### src/rtl/proc_pkg.sv
// Shared pipeline constants and the multiply/divide sequencer state type.
package proc_pkg;

   localparam int unsigned XLEN   = 32;
   localparam int unsigned RIDX_W = 5;

   localparam logic [4:0] OPC_ALU   = 5'd0;
   localparam logic [4:0] ALUOP_MUL = 5'd6;
   localparam logic [4:0] ALUOP_DIV = 5'd7;

   localparam int unsigned DEF_MAX_CYCLES   = 40;
   localparam int unsigned DEF_RSTATUS_REG  = 30;
   localparam int unsigned DEF_MUL_EXC_CODE = 4;
   localparam int unsigned DEF_DIV_EXC_CODE = 5;

   typedef enum logic [1:0] {
      IDLE  = 2'd0,
      START = 2'd1,
      BUSY  = 2'd2,
      DONE  = 2'd3
   } md_state_t;

endpackage

### src/rtl/md_decode.sv
// Recognises MUL/DIV in an instruction word; shared with the hazard unit.
module md_decode
   import proc_pkg::*;
(
   input  logic [31:0] ir_i,
   output logic        is_md_o,
   output logic        is_div_o,
   output logic [4:0]  rd_o
);

   logic is_alu;
   logic unused_ir;

   assign is_alu    = (ir_i[31:27] == OPC_ALU);
   assign is_md_o   = is_alu && ((ir_i[6:2] == ALUOP_MUL) || (ir_i[6:2] == ALUOP_DIV));
   assign is_div_o  = is_alu && (ir_i[6:2] == ALUOP_DIV);
   assign rd_o      = ir_i[26:22];
   assign unused_ir = ^{ir_i[21:7], ir_i[1:0]};

endmodule

### src/rtl/multdiv_ctrl.sv
// Sequences the multicycle multiply/divide unit and returns its result to X/M.
module multdiv_ctrl
   import proc_pkg::*;
#(
   parameter int unsigned MAX_CYCLES   = DEF_MAX_CYCLES,
   parameter int unsigned RSTATUS_REG  = DEF_RSTATUS_REG,
   parameter int unsigned MUL_EXC_CODE = DEF_MUL_EXC_CODE,
   parameter int unsigned DIV_EXC_CODE = DEF_DIV_EXC_CODE
) (
   input  logic        clock,
   input  logic        reset,
   input  logic [31:0] DXIR,
   input  logic [31:0] dx_a,
   input  logic [31:0] dx_b,
   input  logic        kill,
   output logic        ctrl_MULT,
   output logic        ctrl_DIV,
   output logic [31:0] md_a,
   output logic [31:0] md_b,
   input  logic [31:0] data_result,
   input  logic        data_exception,
   input  logic        data_resultRDY,
   output logic        md_stall,
   output logic        md_valid,
   output logic [4:0]  md_rd,
   output logic [31:0] md_data
);

   localparam int unsigned CNT_W = $clog2(MAX_CYCLES) + 1;
   localparam logic [CNT_W-1:0] CNT_LAST = CNT_W'(MAX_CYCLES - 1);
   localparam logic [CNT_W-1:0] CNT_SAT  = {CNT_W{1'b1}};

   md_state_t         state_q, state_d;
   logic [CNT_W-1:0]  cnt_q, cnt_d;
   logic [XLEN-1:0]   a_q, a_d, b_q, b_d;
   logic [RIDX_W-1:0] rd_q, rd_d;
   logic              div_q, div_d;
   logic [RIDX_W-1:0] res_rd_q, res_rd_d;
   logic [XLEN-1:0]   res_data_q, res_data_d;

   logic              dec_md, dec_div;
   logic [RIDX_W-1:0] dec_rd;
   logic              issue;
   logic              fin, fin_exc;

   md_decode u_decode (
      .ir_i     (DXIR),
      .is_md_o  (dec_md),
      .is_div_o (dec_div),
      .rd_o     (dec_rd)
   );

   assign issue = dec_md && !kill;

   // State register.
   always_ff @(posedge clock or negedge reset) begin
      if (!reset) state_q <= IDLE;
      else        state_q <= state_d;
   end

   // Next-state: kill aborts an in-flight op but never one already in DONE.
   always_comb begin
      state_d = state_q;
      case (state_q)
         IDLE:    if (issue) state_d = START;
         START:   state_d = kill ? IDLE : BUSY;
         BUSY: begin
            if (kill)                                       state_d = IDLE;
            else if (data_resultRDY || (cnt_q == CNT_LAST)) state_d = DONE;
         end
         DONE:    state_d = IDLE;
         default: state_d = IDLE;
      endcase
   end

   // Operand latch, watchdog counter and write-back formation.
   always_comb begin
      cnt_d      = cnt_q;
      a_d        = a_q;
      b_d        = b_q;
      rd_d       = rd_q;
      div_d      = div_q;
      res_rd_d   = res_rd_q;
      res_data_d = res_data_q;
      fin        = 1'b0;
      fin_exc    = 1'b0;
      case (state_q)
         IDLE: begin
            if (issue) begin
               a_d   = dx_a;
               b_d   = dx_b;
               rd_d  = dec_rd;
               div_d = dec_div;
            end
         end
         START: cnt_d = '0;
         BUSY: begin
            if (cnt_q != CNT_SAT) cnt_d = cnt_q + CNT_W'(1);
            if (!kill) begin
               if (data_resultRDY) begin
                  fin     = 1'b1;
                  fin_exc = data_exception;
               end else if (cnt_q == CNT_LAST) begin
                  fin     = 1'b1;
                  fin_exc = 1'b1;
               end
            end
         end
         default: ;
      endcase
      if (fin) begin
         if (fin_exc) begin
            res_rd_d   = RIDX_W'(RSTATUS_REG);
            res_data_d = div_q ? XLEN'(DIV_EXC_CODE) : XLEN'(MUL_EXC_CODE);
         end else begin
            res_rd_d   = rd_q;
            res_data_d = data_result;
         end
      end
   end

   // Datapath registers.
   always_ff @(posedge clock or negedge reset) begin
      if (!reset) begin
         cnt_q      <= '0;
         a_q        <= '0;
         b_q        <= '0;
         rd_q       <= '0;
         div_q      <= 1'b0;
         res_rd_q   <= '0;
         res_data_q <= '0;
      end else begin
         cnt_q      <= cnt_d;
         a_q        <= a_d;
         b_q        <= b_d;
         rd_q       <= rd_d;
         div_q      <= div_d;
         res_rd_q   <= res_rd_d;
         res_data_q <= res_data_d;
      end
   end

   // Strobes; the IDLE stall is combinational so the issuing cycle freezes too.
   always_comb begin
      ctrl_MULT = 1'b0;
      ctrl_DIV  = 1'b0;
      md_stall  = 1'b0;
      md_valid  = 1'b0;
      case (state_q)
         IDLE:  md_stall = reset && issue;
         START: begin
            ctrl_MULT = !div_q;
            ctrl_DIV  = div_q;
            md_stall  = 1'b1;
         end
         BUSY:  md_stall = 1'b1;
         DONE:  md_valid = 1'b1;
         default: ;
      endcase
   end

   assign md_a    = a_q;
   assign md_b    = b_q;
   assign md_rd   = res_rd_q;
   assign md_data = res_data_q;

endmodule

### config.mk
export PLATFORM = sky130hd
export DESIGN_NAME = multdiv_ctrl
export DESIGN_NICKNAME = d
export VERILOG_FILES = /design/src/rtl/proc_pkg.sv /design/src/rtl/md_decode.sv /design/src/rtl/multdiv_ctrl.sv
export SDC_FILE = /design/constraint.sdc
export NUM_CORES = 1
export LEC_CHECK = 0
export CAP_MARGIN = 10
export CORE_AREA = 4 4 134 104
export CTS_CLUSTER_SIZE = 14
export DETAILED_ROUTE_END_ITERATION = 7
export DIE_AREA = 0 0 138 108
export GPL_ROUTABILITY_DRIVEN = 0
export PLACE_DENSITY = 0.8
export SLEW_MARGIN = 20
export SYNTH_ARGS = -nofsm -noshare
export SYNTH_HDL_FRONTEND = slang
export SYNTH_SLANG_ARGS = --single-unit
### constraint.sdc
create_clock -name clock -period 2.3 [get_ports clock]
set_input_delay 0.46 -clock clock [delete_from_list [all_inputs] [get_ports clock]]
set_output_delay 0.46 -clock clock [all_outputs]
set_load 0.01 [all_outputs]
==> flow_summary.html <==
<table>
<tr><th>Metric</th><th>Value</th></tr>
<tr><th colspan="2">Clock network</th></tr>
<tr><td>Clock edge transition at the registers on the reported setup and hold paths</td><td>about 0.050 ns</td></tr>
<tr><td>TritonCTS buffer count</td><td>17</td></tr>
<tr><td>Sinks on Clock Net</td><td>~120</td></tr>
<tr><td>Cell at the root of the clock tree</td><td>sky130_fd_sc_hd__clkbuf_16</td></tr>
<tr><td>Maximum number of buffers from clock root to sink</td><td>2</td></tr>
<tr><td>Total number of H-tree levels</td><td>4</td></tr>
<tr><td>CTS tree</td><td>built</td></tr>
<tr><td>Clock Latency Late Sink</td><td>0.40 ns</td></tr>
<tr><td>Cts-stage hold buffer count</td><td>0</td></tr>
<tr><th colspan="2">Yosys</th></tr>
<tr><td>Post-synthesis sequential area ratio</td><td>0.5613</td></tr>
<tr><td>Top cell type by total area after synthesis</td><td>sky130_fd_sc_hd__dfrtp_1</td></tr>
<tr><td>Share of synthesized registers carrying an async set or reset</td><td>1.000</td></tr>
<tr><td>Number of enable-type register cells in the synthesized netlist</td><td>0</td></tr>
<tr><td>Synthesized area divided by synthesized cell count</td><td>13.86 um^2</td></tr>
<tr><td>Count of different cell masters after synthesis</td><td>30</td></tr>
<tr><td>Leading register cell type out of synthesis</td><td>sky130_fd_sc_hd__dfrtp_1</td></tr>
<tr><td>Top-area cell type share of the netlist area</td><td>0.5613</td></tr>
<tr><td>Flop and latch count out of synthesis</td><td>~120</td></tr>
<tr><td>Cells taking the most area after synthesis</td><td>sky130_fd_sc_hd__dfrtp_1 56%, sky130_fd_sc_hd__mux2_4 20%, sky130_fd_sc_hd__o31ai_1 4.5%</td></tr>
<tr><td>Synth warn</td><td>0</td></tr>
<tr><td>Summed instance area of the synthesized netlist</td><td>~0.0052 mm^2</td></tr>
<tr><td>Post-synth net total</td><td>512</td></tr>
<tr><td>Most common cell in the netlist</td><td>sky130_fd_sc_hd__dfrtp_1</td></tr>
<tr><td>Cells after Synth</td><td>373</td></tr>
<tr><td>Synth top cells by count</td><td>116 x sky130_fd_sc_hd__dfrtp_1, 69 x sky130_fd_sc_hd__mux2_4, 38 x sky130_fd_sc_hd__nand2_1, 34 x sky130_fd_sc_hd__o21ai_0, 31 x sky130_fd_sc_hd__o31ai_1</td></tr>
<tr><th colspan="2">Pwr</th></tr>
<tr><td>Max IR drop VDD</td><td>0.5706 mV</td></tr>
<tr><td>Areal power density over the cells</td><td>roughly 810 mW/mm^2</td></tr>
<tr><td>Reported leakage power</td><td>3.850 nW</td></tr>
<tr><th colspan="2">Timing</th></tr>
<tr><td>Maximum frequency from static timing analysis</td><td>0.4526 GHz</td></tr>
<tr><td>Hold slack</td><td>about 0.2 ns</td></tr>
<tr><td>Setup Viol. Count Final</td><td>0</td></tr>
<tr><td>Post-layout minimum cycle time</td><td>2.209 ns</td></tr>
<tr><td>Period utilization</td><td>0.9606</td></tr>
<tr><td>Least-Margin Pin Slew</td><td>0.6241 ns</td></tr>
<tr><td>Setup repair after global routing missed its margin</td><td>no</td></tr>
<tr><td>Final hold violation count</td><td>0</td></tr>
<tr><td>Number of pins exceeding their max-slew limit in the final report</td><td>0</td></tr>
<tr><td>Post-layout worst setup margin</td><td>0.09063 ns</td></tr>
<tr><td>Headroom to the max-slew limit</td><td>0.5839</td></tr>
<tr><td>Layout Skew</td><td>0.009534 ns</td></tr>
<tr><th colspan="2">Run status</th></tr>
<tr><td>Run status</td><td>completed</td></tr>
<tr><th colspan="2">Final layout</th></tr>
<tr><td>Final #Nets</td><td>739</td></tr>
<tr><td>Final standard cell utilization of the core</td><td>0.6422</td></tr>
<tr><td># diodes</td><td>0</td></tr>
<tr><td>Fraction of layout instances using a drive strength above 1</td><td>0.2062</td></tr>
<tr><td>Area growth syn-to-layout</td><td>57.75%</td></tr>
<tr><td>Post-Layout Inst Area</td><td>0.008158 mm^2</td></tr>
<tr><th colspan="2">Critical path</th></tr>
<tr><td>Kind of capture point of the worst setup path</td><td>output port</td></tr>
<tr><td>Worst Path Arrival</td><td>1.75 ns</td></tr>
<tr><td>Worst Path Required</td><td>1.84 ns</td></tr>
<tr><td>Type of origin of the critical path</td><td>primary input</td></tr>
<tr><td>Setup slack of the most critical reg-to-reg path</td><td>0.23 ns</td></tr>
<tr><td>Worst Setup Path Type</td><td>primary input to output port</td></tr>
<tr><td>Worst flop-to-flop path endpoint</td><td>md_b[23]$_DFFE_PN0P_</td></tr>
<tr><td>Launching instance or port of the critical path</td><td>DXIR[3]</td></tr>
<tr><td>Startpoint of the worst register-to-register path</td><td>state_q[0]$_DFFE_PN0P_</td></tr>
<tr><td>Highest net fanout along the worst path</td><td>2</td></tr>
<tr><td>Number of cell instances on the worst register-to-register path</td><td>7</td></tr>
<tr><th colspan="2">Floorplan</th></tr>
<tr><td>Number of placed I/O pins</td><td>238</td></tr>
<tr><td>Die ar.</td><td>between 0.01 and 0.015 mm^2</td></tr>
<tr><td>Floorplan row count</td><td>36</td></tr>
<tr><td>Die Ht</td><td>108 um</td></tr>
<tr><td>Floorplan core area</td><td>0.01270 mm^2</td></tr>
<tr><td>Horizontal extent of the die</td><td>138 um</td></tr>
<tr><td>Starting Density</td><td>0.4071</td></tr>
<tr><th colspan="2">Placement</th></tr>
<tr><td>Post-Place Cell Area</td><td>between 0.007 and 0.008 mm^2</td></tr>
<tr><td>Placement Setup Slack</td><td>-0.3918 ns</td></tr>
<tr><td>Post-DP HPWL</td><td>9.543 mm</td></tr>
<tr><td>Number of I/O port buffers</td><td>220</td></tr>
<tr><th colspan="2">Detailed routing</th></tr>
<tr><td>Post-DRT Antenna Nets</td><td>0</td></tr>
<tr><td>Via-per-instance ratio</td><td>4.802</td></tr>
<tr><td>Mean routed wirelength per cell</td><td>17.19 um</td></tr>
<tr><td>DR pass1 iterations</td><td>4</td></tr>
<tr><td>DRC Markers</td><td>0</td></tr>
<tr><td>Total Routed Length</td><td>between 10 and 15 mm</td></tr>
<tr><td>Total via count after detailed routing</td><td>3755</td></tr>
<tr><td>Number of violations reported at the end of detailed-routing iteration 0</td><td>205</td></tr>
<tr><th colspan="2">GRT</th></tr>
<tr><td>Total global routing track utilization</td><td>0.1824</td></tr>
<tr><td>Number of antenna violations at the first check in global routing</td><td>0</td></tr>
<tr><td>Wire length of the first global-routing pass</td><td>21.56 mm</td></tr>
<tr><td>Pin count of the biggest net entering global routing</td><td>117</td></tr>
<tr><td>Via count of the first global-routing pass</td><td>around 4000</td></tr>
<tr><td>Remaining global-route overflow</td><td>0</td></tr>
<tr><th colspan="2">Flow run</th></tr>
<tr><td>Max-capacitance violation count</td><td>0</td></tr>
<tr><th colspan="2">Worst hold path</th></tr>
<tr><td>Worst hold path class</td><td>primary input to async pin</td></tr>
</table>
[registers in the layout, summed over array words and instances, names as in the netlist]
register	flops
cnt_q	7
div_q	1
md_a	32
md_b	32
md_data	32
md_rd	5
rd_q	5
state_q	2
[cell families after synthesis]
logic type / share of synthesized area
adders and majority gates: 0.01452
DFF: 0.5613
and+or+nand+nor: 0.05735
buffers and inverters: 0.04670
AOI/OAI and AO/OA: 0.09654
muxes: 0.2236
[critical path: stages]
cell                              delay [ns]
sky130_fd_sc_hd__clkdlybuf4s50_1        0.44
sky130_fd_sc_hd__nor4b_2                0.19
sky130_fd_sc_hd__nand4b_1               0.15
sky130_fd_sc_hd__or2_4                  0.28
sky130_fd_sc_hd__o22ai_2                0.08
sky130_fd_sc_hd__buf_2                  0.14
[cell usage in the layout (no fill, tap or decap), types with 7 or more instances in the layout]
master and count:
sky130_fd_sc_hd__nand2b_1 7, sky130_fd_sc_hd__clkbuf_16 17, sky130_fd_sc_hd__clkdlybuf4s50_1 211, sky130_fd_sc_hd__buf_4 10, sky130_fd_sc_hd__o31ai_1 31, sky130_fd_sc_hd__dfrtp_1 116
sky130_fd_sc_hd__nand2_1 37, sky130_fd_sc_hd__o21ai_0 34, sky130_fd_sc_hd__mux2_4 69, sky130_fd_sc_hd__mux2_2 8
[layout make-up]
class                      count  area, um^2
fill                         948        4544
sequential                   116        2903
timing repair buffer         233        2356
multi-input combinational    225        2064
clock buffer                  26       499.2
tap                          171       214.0
clock inverter                 4       95.09
inverter                       7       26.28
[per-stage QoR]
step	power [mW]	setup TNS [ns]	cells
final	6.606	0	782
after detailed placement	3.992	-11.74	752
after global routing	6.940	0	782
after global placement	3.937	-12.00	752
after CTS	6.691	-0.07161	782
after floorplan	3.034	0	373
[report_power, final]
group,internal (mW),switching (mW),total (mW)
logic,0.877,0.627,1.50
clock network,1.80,0.850,2.66
registers,2.30,0.147,2.45
total,4.98,1.62,6.61
[worst max path at each step]
stage | end | slack [ns]
after detailed placement | md_stall | -0.39
after CTS | md_stall | -0.07
final | md_stall | 0.09
after global routing | md_stall | 0.004
after floorplan | md_stall | 0.22
after global placement | md_stall | -0.42
[metal layers]
metal | up-vias | GRT usage | part of all wire
li1 | 1780 | - | -
met1 | 1831 | 0.2327 | 0.43
met2 | 132 | 0.2942 | 0.50
met3 | 12 | 0.06543 | 0.057
met4 | 0 | 0.05712 | 0.012
met5 | - | 0 | 0
[timing repair]
action | CTS | global route
setup endpoints to repair | 3 | 2
gates resized for setup | 6 | 9
pin swaps | 1 | 5
setup buffers | 0 | 0
cloned | 0 | 0
hold endpoints to repair | 0 | 0
Note: power is estimated with default switching activity, not from simulation.
